### config.mk
export PLATFORM = sky130hd
export DESIGN_NAME = pipe_ctrl_flat
export DESIGN_NICKNAME = d
export VERILOG_FILES = /design/src/rtl/pipe_ctrl_if.sv /design/src/rtl/pipe_ctrl.sv /design/src/flat_wrapper.sv
export SDC_FILE = /design/constraint.sdc
export NUM_CORES = 1
export LEC_CHECK = 0
export ABC_AREA = 1
export CORE_ASPECT_RATIO = 1.25
export CORE_MARGIN = 2
export CORE_UTILIZATION = 45
export DETAILED_ROUTE_END_ITERATION = 10
export GPL_ROUTABILITY_DRIVEN = 0
export HOLD_SLACK_MARGIN = 0.02
export MAX_ROUTING_LAYER = met4
export PLACE_DENSITY = 0.86
export SLEW_MARGIN = 30
export SYNTH_ARGS = -nofsm -noshare
export SYNTH_HDL_FRONTEND = slang
export SYNTH_SLANG_ARGS = --single-unit
### constraint.sdc
create_clock -name clk -period 1.8 [get_ports clk]
set_input_delay 0.27 -clock clk [delete_from_list [all_inputs] [get_ports clk]]
set_output_delay 0.27 -clock clk [all_outputs]
set_load 0.03 [all_outputs]
### src/rtl/pipe_ctrl_if.sv
// Pipeline control bus: per-stage stall requests and flush requests in,
// per-stage hold/bubble/flush controls and the PC redirect out.
interface pipe_ctrl_if #(
    parameter int STAGES = 6,
    parameter int PC_W   = 32
);
    logic [STAGES-1:0] stallreq;
    logic              flush_req;
    logic [PC_W-1:0]   flush_pc;
    logic [STAGES-1:0] stall;
    logic [STAGES-1:0] bubble;
    logic [STAGES-1:0] flush;
    logic              redirect_valid;
    logic [PC_W-1:0]   redirect_pc;

    modport master (
        output stallreq, flush_req, flush_pc,
        input  stall, bubble, flush,
        input  redirect_valid, redirect_pc
    );

    modport slave (
        input  stallreq, flush_req, flush_pc,
        output stall, bubble, flush,
        output redirect_valid, redirect_pc
    );
endinterface

### src/rtl/pipe_ctrl.sv
// Pipeline hazard controller: stall propagation, bubble insertion,
// deferrable flush with PC redirect, stall watchdog and stall counter.
module pipe_ctrl #(
    parameter int STAGES  = 6,
    parameter int NOABORT = 3,
    parameter int WDOG_W  = 16,
    parameter int PC_W    = 32
) (
    input  logic        clk,
    input  logic        rst,
    pipe_ctrl_if.slave  bus,
    output logic        flush_pending,
    output logic        wdog_timeout,
    output logic [31:0] stall_cycles
);
    typedef enum logic {IDLE, PEND} state_t;

    localparam logic [STAGES-1:0] FLUSH_MASK = {1'b0, {(STAGES-1){1'b1}}};
    localparam logic [WDOG_W-1:0] WDOG_MAX   = '1;

    state_t            state_q;
    state_t            state_d;
    logic [PC_W-1:0]   pc_q;
    logic [WDOG_W-1:0] wdog_q;
    logic [WDOG_W-1:0] wdog_d;
    logic [STAGES-1:0] hold;
    logic [STAGES-1:0] bub;
    logic [STAGES-1:0] stall_c;
    logic              acc;
    logic              late_busy;
    logic              exec;
    logic              any_stall;

    // hold[i] = some stage at or above i requests a stall
    always_comb begin
        acc  = 1'b0;
        hold = '0;
        for (int i = STAGES - 1; i >= 0; i--) begin
            acc     = acc | bus.stallreq[i];
            hold[i] = acc;
        end
    end

    always_comb begin
        bub = '0;
        for (int i = 1; i < STAGES; i++) begin
            bub[i] = hold[i-1] & ~hold[i];
        end
    end

    assign late_busy = hold[NOABORT];
    assign exec      = rst
                     & (bus.flush_req | (state_q == PEND))
                     & ~late_busy;

    always_ff @(posedge clk or negedge rst) begin
        if (!rst) begin
            state_q <= IDLE;
        end else begin
            state_q <= state_d;
        end
    end

    always_comb begin
        state_d = state_q;
        unique case (state_q)
            IDLE: if (bus.flush_req && late_busy) state_d = PEND;
            PEND: if (!late_busy) state_d = IDLE;
            default: state_d = IDLE;
        endcase
    end

    always_comb begin
        stall_c            = '0;
        bus.bubble         = '0;
        bus.flush          = '0;
        bus.redirect_valid = 1'b0;
        bus.redirect_pc    = '0;
        flush_pending      = (state_q == PEND);
        if (exec) begin
            bus.flush          = FLUSH_MASK;
            bus.redirect_valid = 1'b1;
            bus.redirect_pc    = bus.flush_req ? bus.flush_pc : pc_q;
        end else if (rst) begin
            stall_c    = hold;
            bus.bubble = bub;
        end
    end

    assign bus.stall = stall_c;
    assign any_stall = |stall_c;

    // Deferred target; a newer request always replaces it
    always_ff @(posedge clk or negedge rst) begin
        if (!rst) begin
            pc_q <= '0;
        end else if (bus.flush_req && !exec) begin
            pc_q <= bus.flush_pc;
        end
    end

    always_comb begin
        wdog_d = '0;
        if (any_stall) begin
            wdog_d = (wdog_q == WDOG_MAX) ? wdog_q : wdog_q + 1'b1;
        end
    end

    always_ff @(posedge clk or negedge rst) begin
        if (!rst) begin
            wdog_q       <= '0;
            wdog_timeout <= 1'b0;
            stall_cycles <= '0;
        end else begin
            wdog_q <= wdog_d;
            if (wdog_d == WDOG_MAX) begin
                wdog_timeout <= 1'b1;
            end
            if (any_stall && stall_cycles != 32'hFFFF_FFFF) begin
                stall_cycles <= stall_cycles + 32'd1;
            end
        end
    end
endmodule

### src/flat_wrapper.sv
// flat-port wrapper written by rule: the top's interface ports become plain ports
module pipe_ctrl_flat 
#(
    parameter int STAGES  = 6,
    parameter int NOABORT = 3,
    parameter int WDOG_W  = 16,
    parameter int PC_W    = 32
)
  (clk, rst, flush_pending, wdog_timeout, stall_cycles, bus_stallreq, bus_flush_req, bus_flush_pc, bus_stall, bus_bubble, bus_flush, bus_redirect_valid, bus_redirect_pc);
  pipe_ctrl_if #(.STAGES(STAGES), .PC_W(PC_W)) bus_i ();
  input  logic clk;
  input  logic rst;
  output logic flush_pending;
  output logic wdog_timeout;
  output logic [31:0] stall_cycles;
  input wire logic [$bits(bus_i.stallreq)-1:0] bus_stallreq;
  input wire logic [$bits(bus_i.flush_req)-1:0] bus_flush_req;
  input wire logic [$bits(bus_i.flush_pc)-1:0] bus_flush_pc;
  output wire logic [$bits(bus_i.stall)-1:0] bus_stall;
  output wire logic [$bits(bus_i.bubble)-1:0] bus_bubble;
  output wire logic [$bits(bus_i.flush)-1:0] bus_flush;
  output wire logic [$bits(bus_i.redirect_valid)-1:0] bus_redirect_valid;
  output wire logic [$bits(bus_i.redirect_pc)-1:0] bus_redirect_pc;
  assign bus_i.stallreq = bus_stallreq;
  assign bus_i.flush_req = bus_flush_req;
  assign bus_i.flush_pc = bus_flush_pc;
  assign bus_stall = bus_i.stall;
  assign bus_bubble = bus_i.bubble;
  assign bus_flush = bus_i.flush;
  assign bus_redirect_valid = bus_i.redirect_valid;
  assign bus_redirect_pc = bus_i.redirect_pc;
  pipe_ctrl #(.STAGES(STAGES), .NOABORT(NOABORT), .WDOG_W(WDOG_W), .PC_W(PC_W)) u_core (.clk(clk), .rst(rst), .bus(bus_i), .flush_pending(flush_pending), .wdog_timeout(wdog_timeout), .stall_cycles(stall_cycles));
endmodule
==> results of run 1 <==
-- sequential cells by signal (all words and copies together), names as in the netlist --
signal and cells:
u_core.wdog_q 16, u_core.pc_q 32, u_core.stall_cycles 32, u_core.wdog_timeout 1, u_core.flush_pending 1
-- kinds of logic after synthesis --
logic type | after synthesis | synth area share
other | 1 | 0.000786
AO/OA/AOI/OAI | 52 | 0.0556
multiplexers | 32 | 0.0756
adder cells (fa/ha/maj) | 2 | 0.00525
AND/OR/NAND/NOR | 311 | 0.293
XOR/XNOR | 30 | 0.0551
flip-flops | 82 | 0.430
buffers and inverters | 88 | 0.0847
-- power groups by stage --
stage	clock network [W]	logic [W]	registers [W]
final	0.00192	0.00138	0.00219
after global routing	0.00201	0.00148	0.00221
after CTS	0.00194	0.00129	0.00218
after detailed placement	0	0.00123	0.00220
after global placement	0	0.00119	0.00220
after floorplan	0	0.000506	0.00236
-- worst paths after layout --
| path | startpoint | to | depth (start not counted) |
|---|---|---|---|
| hold reg to reg | u_core.wdog_timeout$_DFFE_PN0N_ | u_core.wdog_timeout$_DFFE_PN0N_ | 2 |
| setup / recovery | u_core.flush_pending$_DFF_PN0_ | bus_redirect_pc[16] | 7 |
| setup reg to reg | u_core.wdog_q[2]$_DFF_PN0_ | u_core.wdog_timeout$_DFFE_PN0N_ | 8 |
| hold / removal | rst | u_core.wdog_q[2]$_DFF_PN0_ | 2 |
| max in group asynchronous | rst | u_core.wdog_q[12]$_DFF_PN0_ | 3 |
| min in group clk | bus_stallreq[3] | u_core.flush_pending$_DFF_PN0_ | 5 |
-- routing by layer --
metal | global-route usage | share of wire | vias up | wire length [um]
met1 | 0.272 | 0.36 | 2418 | 5550
met5 | - | 0 | - | 0
met3 | 0.0500 | 0.065 | 65 | 1010
li1 | - | - | 2272 | -
met4 | 0.116 | 0.037 | 0 | 569
met2 | 0.428 | 0.54 | 263 | 8230
-- through the flow --
step | worst slack [ns] | instance area [sq um]
after floorplan | -0.0490 | 4800
after global placement | -0.251 | 6270
after detailed placement | -0.352 | 6270
after CTS | -0.0601 | 6860
after global routing | -0.143 | 7290
final | -0.0790 | 7290
-- synth_stat cells (3+ instances only) --
library cell  number  area, sq um
nand2_4            3         33.8
o21ai_0            9         45.0
buf_6              3         33.8
nor3_1            13         65.1
xor2_1            21          184
clkbuf_1           7         26.3
nand3_1           41          205
nor3_2             5         50.1
dfrtp_1           82         2050
a21oi_1           39          195
inv_1             60          225
buf_2              3         15.0
nand2_1          166          623
nand4_1           14         87.6
mux2_2            32          360
xnor2_1            9         78.8
buf_4              9         67.6
nor2_1            51          191
nor2_2             5         31.3
nand2_2            3         18.8
-- repair_timing --
action / 4_1_cts / 5_1_grt
endpoints found under the setup margin: 56 / 106
gates cloned: 1 / 1
gates resized for setup: 55 / 100
buffers inserted: 9 / 8
pin swaps: 6 / 13
-- final cells by class --
class / count / area, sq um / area share
multi-input combinational: 430 / 2700 / 0.371
timing repair buffer: 187 / 1800 / 0.247
sequential: 82 / 2060 / 0.282
clock inverter: 6 / 73.8 / 0.0101
tap: 132 / 165 / 0.0227
inverter: 63 / 254 / 0.0348
clock buffer: 10 / 239 / 0.0328
==> reports/metrics.csv, run 1 <==
stage,metric,value,unit
synthesis,synthArstFlopShare,1.00,
worst_setup_path,startpoint_type,register,
floorplan,die-area,11400,sq um
power_and_ir_drop,seq_power_share,0.398,
grt,grt_max_degree,56,
drt,vias_per_cell,5.51,
power_and_ir_drop,clkPwrFrac,0.350,
grt,grt_antenna_before_repair,0,
worst_setup_path,crit_top_cell,buf_6,
worst_setup_path,cp_slowest_cell,dfrtp_1,
clocking,cts_made_buffers,9,
clocking,htree_levels,3,
power_and_ir_drop,peakVddDrop,0.000926,V
timing,setup_tns,-0.835,ns
timing,tightestPinTransition,0.695,ns
grt,grt_pass1_vias,4893,
worst_setup_path,worstPathMaxFanout,16,
synthesis,seq_area_frac_synth,0.430,
worst_setup_path,cp_cell_sequence,inv_2 -> nand2_2 -> nand4_4 -> buf_6 -> buf_12 -> a21oi_2 -> buf_6,
floorplan,start_util,0.456,
timing,timing.hold.ws,0.0605,ns
drt,wl_per_cell,16.9,um
status,violations,setup timing,
floorplan,die_x,96.1,um
synthesis,netlist_instances,598,
power_and_ir_drop,p_sw_frac,0.313,
floorplan,coreArea,10500,sq um
power_and_ir_drop,power.total,0.00549,W
synthesis,avgSynthCellArea,7.98,sq um
status,status,finished with violations,
power_and_ir_drop,power_density,753,nW/um^2
worst_setup_path,path_delay_family,buffers and inverters,
clocking,cts.path.max_buffers,2,
timing,finalSetupViolCount,22,
floorplan,num_rows,42,
clocking,cts_tree,yes,
drt,first_pass_iters,5,
synthesis,synth_cell_types,36,
synthesis,ys.flop_type,dfrtp_1,
timing,setup_ws,-0.0790,ns
worst_setup_path,crit_type,register to output pin,
synthesis,synth_edf_count,0,
clocking,clock-root-buffer,clkbuf_16,
clocking,cts_hold_buf,0,
synthesis,yosys_warnings,0,
power_and_ir_drop,p_sw,0.00172,W
worst_setup_path,worstPathArrival,1.61,ns
layout,mostFrequentLayoutCells,"nand2_1, dfrtp_1, buf_4",
drt,wirelength,15.4,mm
worst_setup_path,required,1.53,ns
timing,hold_viol,0,
placed_design,dp_hpwl,9.61,mm
clocking,clkLatencyLatePin,0.35,ns
synthesis,synthesis.area,4770,sq um
layout,final_common_cell,nand2_1,
floorplan,die_h,119,um
layout,drive_gt1_frac,0.328,
power_and_ir_drop,internal-power,0.00377,W
power_and_ir_drop,power_frac_comb,0.252,
timing,skew,0.00556,ns
timing,finalCritPeriodShare,1.04,
layout,area_delta_synth_final,52.8,%
flow_run,maxCapViolCount,0,
worst_setup_path,regToRegSetupSlack,-0.04,ns
timing,fmax,532,MHz
timing,slew_headroom,0.536,
placed_design,place_inst,876,
clocking,clock_sinks,82,
drt,drc,0,
drt,vias,5018,
worst_setup_path,cp-end-kind,output pin,
power_and_ir_drop,p_leak,3.47,nW
grt,gr-total-overflow,0,
grt,grtUsageTotal,0.249,
drt,drtIter0Drc,466,
synthesis,synth_seq_cells,82,
drt,antenna_left,0,
timing,maxSlewViolCount,0,
timing,rsz0062_at_grt,yes,
worst_setup_path,slowest_delay,0.37,ns
grt,grt_pass1_wl,22.0,mm
layout,fillers,713,
worst_setup_path,cp_num_buf_inv,4,
layout,post-route-util,0.697,
hold_path,hold_path_class,input pin to asynchronous set/reset pin,
placed_design,portBuffers,123,
clocking,clkSlewWorstSetupHoldPaths,0.06,ns
layout,diodes,0,
layout,nets,816,
layout,fin_cells,910,
floorplan,io_pins,126,
timing,finalCriticalPeriod,1.88,ns
(Power assumes the default switching activity.)
==> run 2, diff against run 1 <==
==> constraint.sdc (replaced) <==
create_clock -name clk -period 1.8 [get_ports clk]
set_input_delay 0.36 -clock clk [delete_from_list [all_inputs] [get_ports clk]]
set_output_delay 0.36 -clock clk [all_outputs]
set_load 0.03 [all_outputs]
==> run 2 against run 1 <==
  * The run still ends with setup timing left
  * Sequential cell count unchanged
  * Highest routed layer unchanged
  * Critical path type unchanged
  * Largest power group unchanged
  * Critical endpoint is now bus_redirect_pc[12]
  * Register-to-register slack got worse by 0.05 ns
  * Clock power decreased by 9%
  * Fmax decreased by 7.4%
==> reports/metrics.csv, run 2 (synthesis gave the netlist of run 1 again) <==
stage,metric,value,unit,change
drt,first_pass_iters,8,,+3
grt,grt_antenna_before_repair,2,,+2
grt,gr-total-overflow,0,,unchanged
worst_setup_path,startpoint_type,register,,
grt,grt_pass1_wl,21.2,mm,-3.8%
timing,finalCriticalPeriod,2.03,ns,+0.151 ns
placed_design,pre_cts_slack,-0.597,ns,-0.245 ns
layout,reg_top3,"u_core.pc_q x32, u_core.stall_cycles x32, u_core.wdog_q x16",,
layout,area_delta_synth_final,55.3,%,
floorplan,die_x,96.1,um,unchanged
worst_setup_path,worstPathArrival,1.67,ns,+0.06 ns
worst_setup_path,slowest_delay,0.38,ns,about the same
timing,maxSlewViolCount,0,,unchanged
power_and_ir_drop,power_density,719,nW/um^2,-4.6%
power_and_ir_drop,p_sw,0.00174,W,+1.0%
placed_design,portBuffers,123,,unchanged
drt,wirelength,15.5,mm,+0.66%
grt,grtUsageTotal,0.243,,-0.00600
drt,vias_per_cell,5.36,,-2.8%
drt,vias,4859,,-3.2%
timing,setup_tns,-7.92,ns,-7.08 ns
drt,antenna_left,0,,unchanged
flow_run,maxCapViolCount,0,,unchanged
worst_setup_path,cp_cell_sequence,inv_2 -> nand2_2 -> nand4_4 -> buf_8 -> buf_12 -> clkbuf_16 -> a21oi_4 -> buf_6,,
status,violations,setup timing,,
layout,mostFrequentLayoutCells,"nand2_1, dfrtp_1, inv_1",,
timing,tightestPinTransition,0.640,ns,-0.0555 ns
clocking,clkSlewWorstSetupHoldPaths,0.07,ns,about the same
layout,design_area,7410,sq um,+1.6%
clocking,cts.path.max_buffers,2,,unchanged
timing,slew_headroom,0.573,,+0.0370
worst_setup_path,cp-end-kind,output pin,,
floorplan,die_h,119,um,unchanged
drt,drc,0,,unchanged
power_and_ir_drop,seq_power_share,0.414,,+0.016
power_and_ir_drop,p_sw_frac,0.326,,+0.0133
timing,hold_viol,0,,unchanged
clocking,htree_levels,3,,unchanged
power_and_ir_drop,internal-power,0.00359,W,-5.0%
grt,grt_pass1_vias,4616,,-5.7%
clocking,cts_made_buffers,9,,unchanged
floorplan,start_util,0.456,,unchanged
floorplan,num_rows,42,,unchanged
drt,wl_per_cell,17.0,um,+1.0%
power_and_ir_drop,peakVddDrop,0.000753,V,-19%
placed_design,dp_hpwl,9.78,mm,+1.7%
worst_setup_path,cp_slowest_cell,dfrtp_2,,
timing,finalCritPeriodShare,1.13,,+0.0839
layout,nets,811,,-0.61%
floorplan,io_pins,126,,unchanged
timing,setup_ws,-0.230,ns,-0.151 ns
worst_setup_path,crit_type,register to output pin,,
clocking,cts_tree,yes,,
power_and_ir_drop,clkPwrFrac,0.329,,-0.021
timing,fmax,493,MHz,-7.4%
worst_setup_path,worstPathMaxFanout,7,,-9
power_and_ir_drop,power_frac_comb,0.257,,+0.005
floorplan,die-area,11400,sq um,unchanged
placed_design,place_area,6370,sq um,+1.6%
power_and_ir_drop,p_leak,3.47,nW,about the same
status,status,finished with violations,,
timing,skew,0.00911,ns,+0.00355 ns
drt,drtIter0Drc,241,,-48%
clocking,clkLatencyLatePin,0.34,ns,about the same
floorplan,coreArea,10500,sq um,unchanged
grt,grt_max_degree,71,,+27%
clocking,clock-root-buffer,clkbuf_16,,
timing,finalSetupViolCount,60,,+170%
hold_path,hold_path_class,input pin to asynchronous set/reset pin,,
clocking,clock_sinks,82,,unchanged
worst_setup_path,required,1.44,ns,-0.09 ns
timing,rsz0062_at_grt,yes,,
layout,drive_gt1_frac,0.310,,-0.0173
layout,final_common_cell,nand2_1,,
run 2: cell count changes in the layout (fill, tap and decap cells not counted), moves of 4 or more:
cell / change
a21oi_2: -23
a21oi_4: +22
buf_4: -23
buf_6: +13
clkdlybuf4s50_1: -22
dlygate4sd2_1: +25
dlymetal6s2s_1: -5
nand3_1: +4
nor2_2: +5
nor3_2: -4
run 2: cell type report:
class,instances,area (sq um)
sequential,82,2060
fill,716,3050
antenna,2,5.00
clock inverter,4,33.8
tap,132,165
inverter,63,253
timing repair buffer,183,1850
clock buffer,12,246
multi-input combinational,429,2800
run 2: worst max-delay path: cells and delay by family, from the launching register on:
family / cells / cell delay, ns
AO/OA/AOI/OAI: 1 / 0.14
flip-flops: 1 / 0.38
buffers and inverters: 5 / 0.65
AND/OR/NAND/NOR: 2 / 0.15
run 2: worst paths after layout:
kind / start / end / slack, ns / depth (start not counted)
max: u_core.flush_pending$_DFF_PN0_ / bus_redirect_pc[12] / -0.23 / 8
min: rst / u_core.pc_q[6]$_DFFE_PN0P_ / 0.15 / 3
max reg2reg: u_core.flush_pending$_DFF_PN0_ / u_core.stall_cycles[31]$_DFFE_PN0P_ / -0.09 / 13
min reg2reg: u_core.wdog_timeout$_DFFE_PN0N_ / u_core.wdog_timeout$_DFFE_PN0N_ / 0.49 / 2
max in group asynchronous: rst / u_core.stall_cycles[0]$_DFFE_PN0P_ / 1.12 / 2
min in group clk: u_core.wdog_timeout$_DFFE_PN0N_ / u_core.wdog_timeout$_DFFE_PN0N_ / 0.49 / 2
run 2: stage by stage:
step                hold WS (ns)  cells  utilization  total power (W)
floorplan                 0.0644    599            -          0.00289
detailed placement         0.484    876        0.610          0.00346
global placement           0.475    876        0.610          0.00341
finish                     0.151    907        0.708          0.00532
CTS                        0.129    895        0.651          0.00519
global route               0.181    907        0.708          0.00553
run 2: routing by layer:
metal	GRT usage	wire length, um	share of wire	up-vias
met1	0.253	5590	0.36	2367
met2	0.433	8570	0.55	188
met3	0.0493	845	0.055	41
met4	0.106	451	0.029	0
met5	-	0	0	-
li1	-	-	-	2263
run 2: timing repair:
action                     CTS  global route
hold buffers                 0             0
gates resized for setup     96            95
setup buffers                4             7
cloned                       0             3
setup endpoints to repair  136            77
pin swaps                    3             2
run 2: power by group through the flow:
stage | clock (W) | sequential, W | combinational (W)
after detailed placement | 0 | 0.00221 | 0.00125
after CTS | 0.00176 | 0.00218 | 0.00124
final | 0.00175 | 0.00220 | 0.00137
after floorplan | 0 | 0.00236 | 0.000525
after global routing | 0.00185 | 0.00222 | 0.00146
after global placement | 0 | 0.00220 | 0.00121
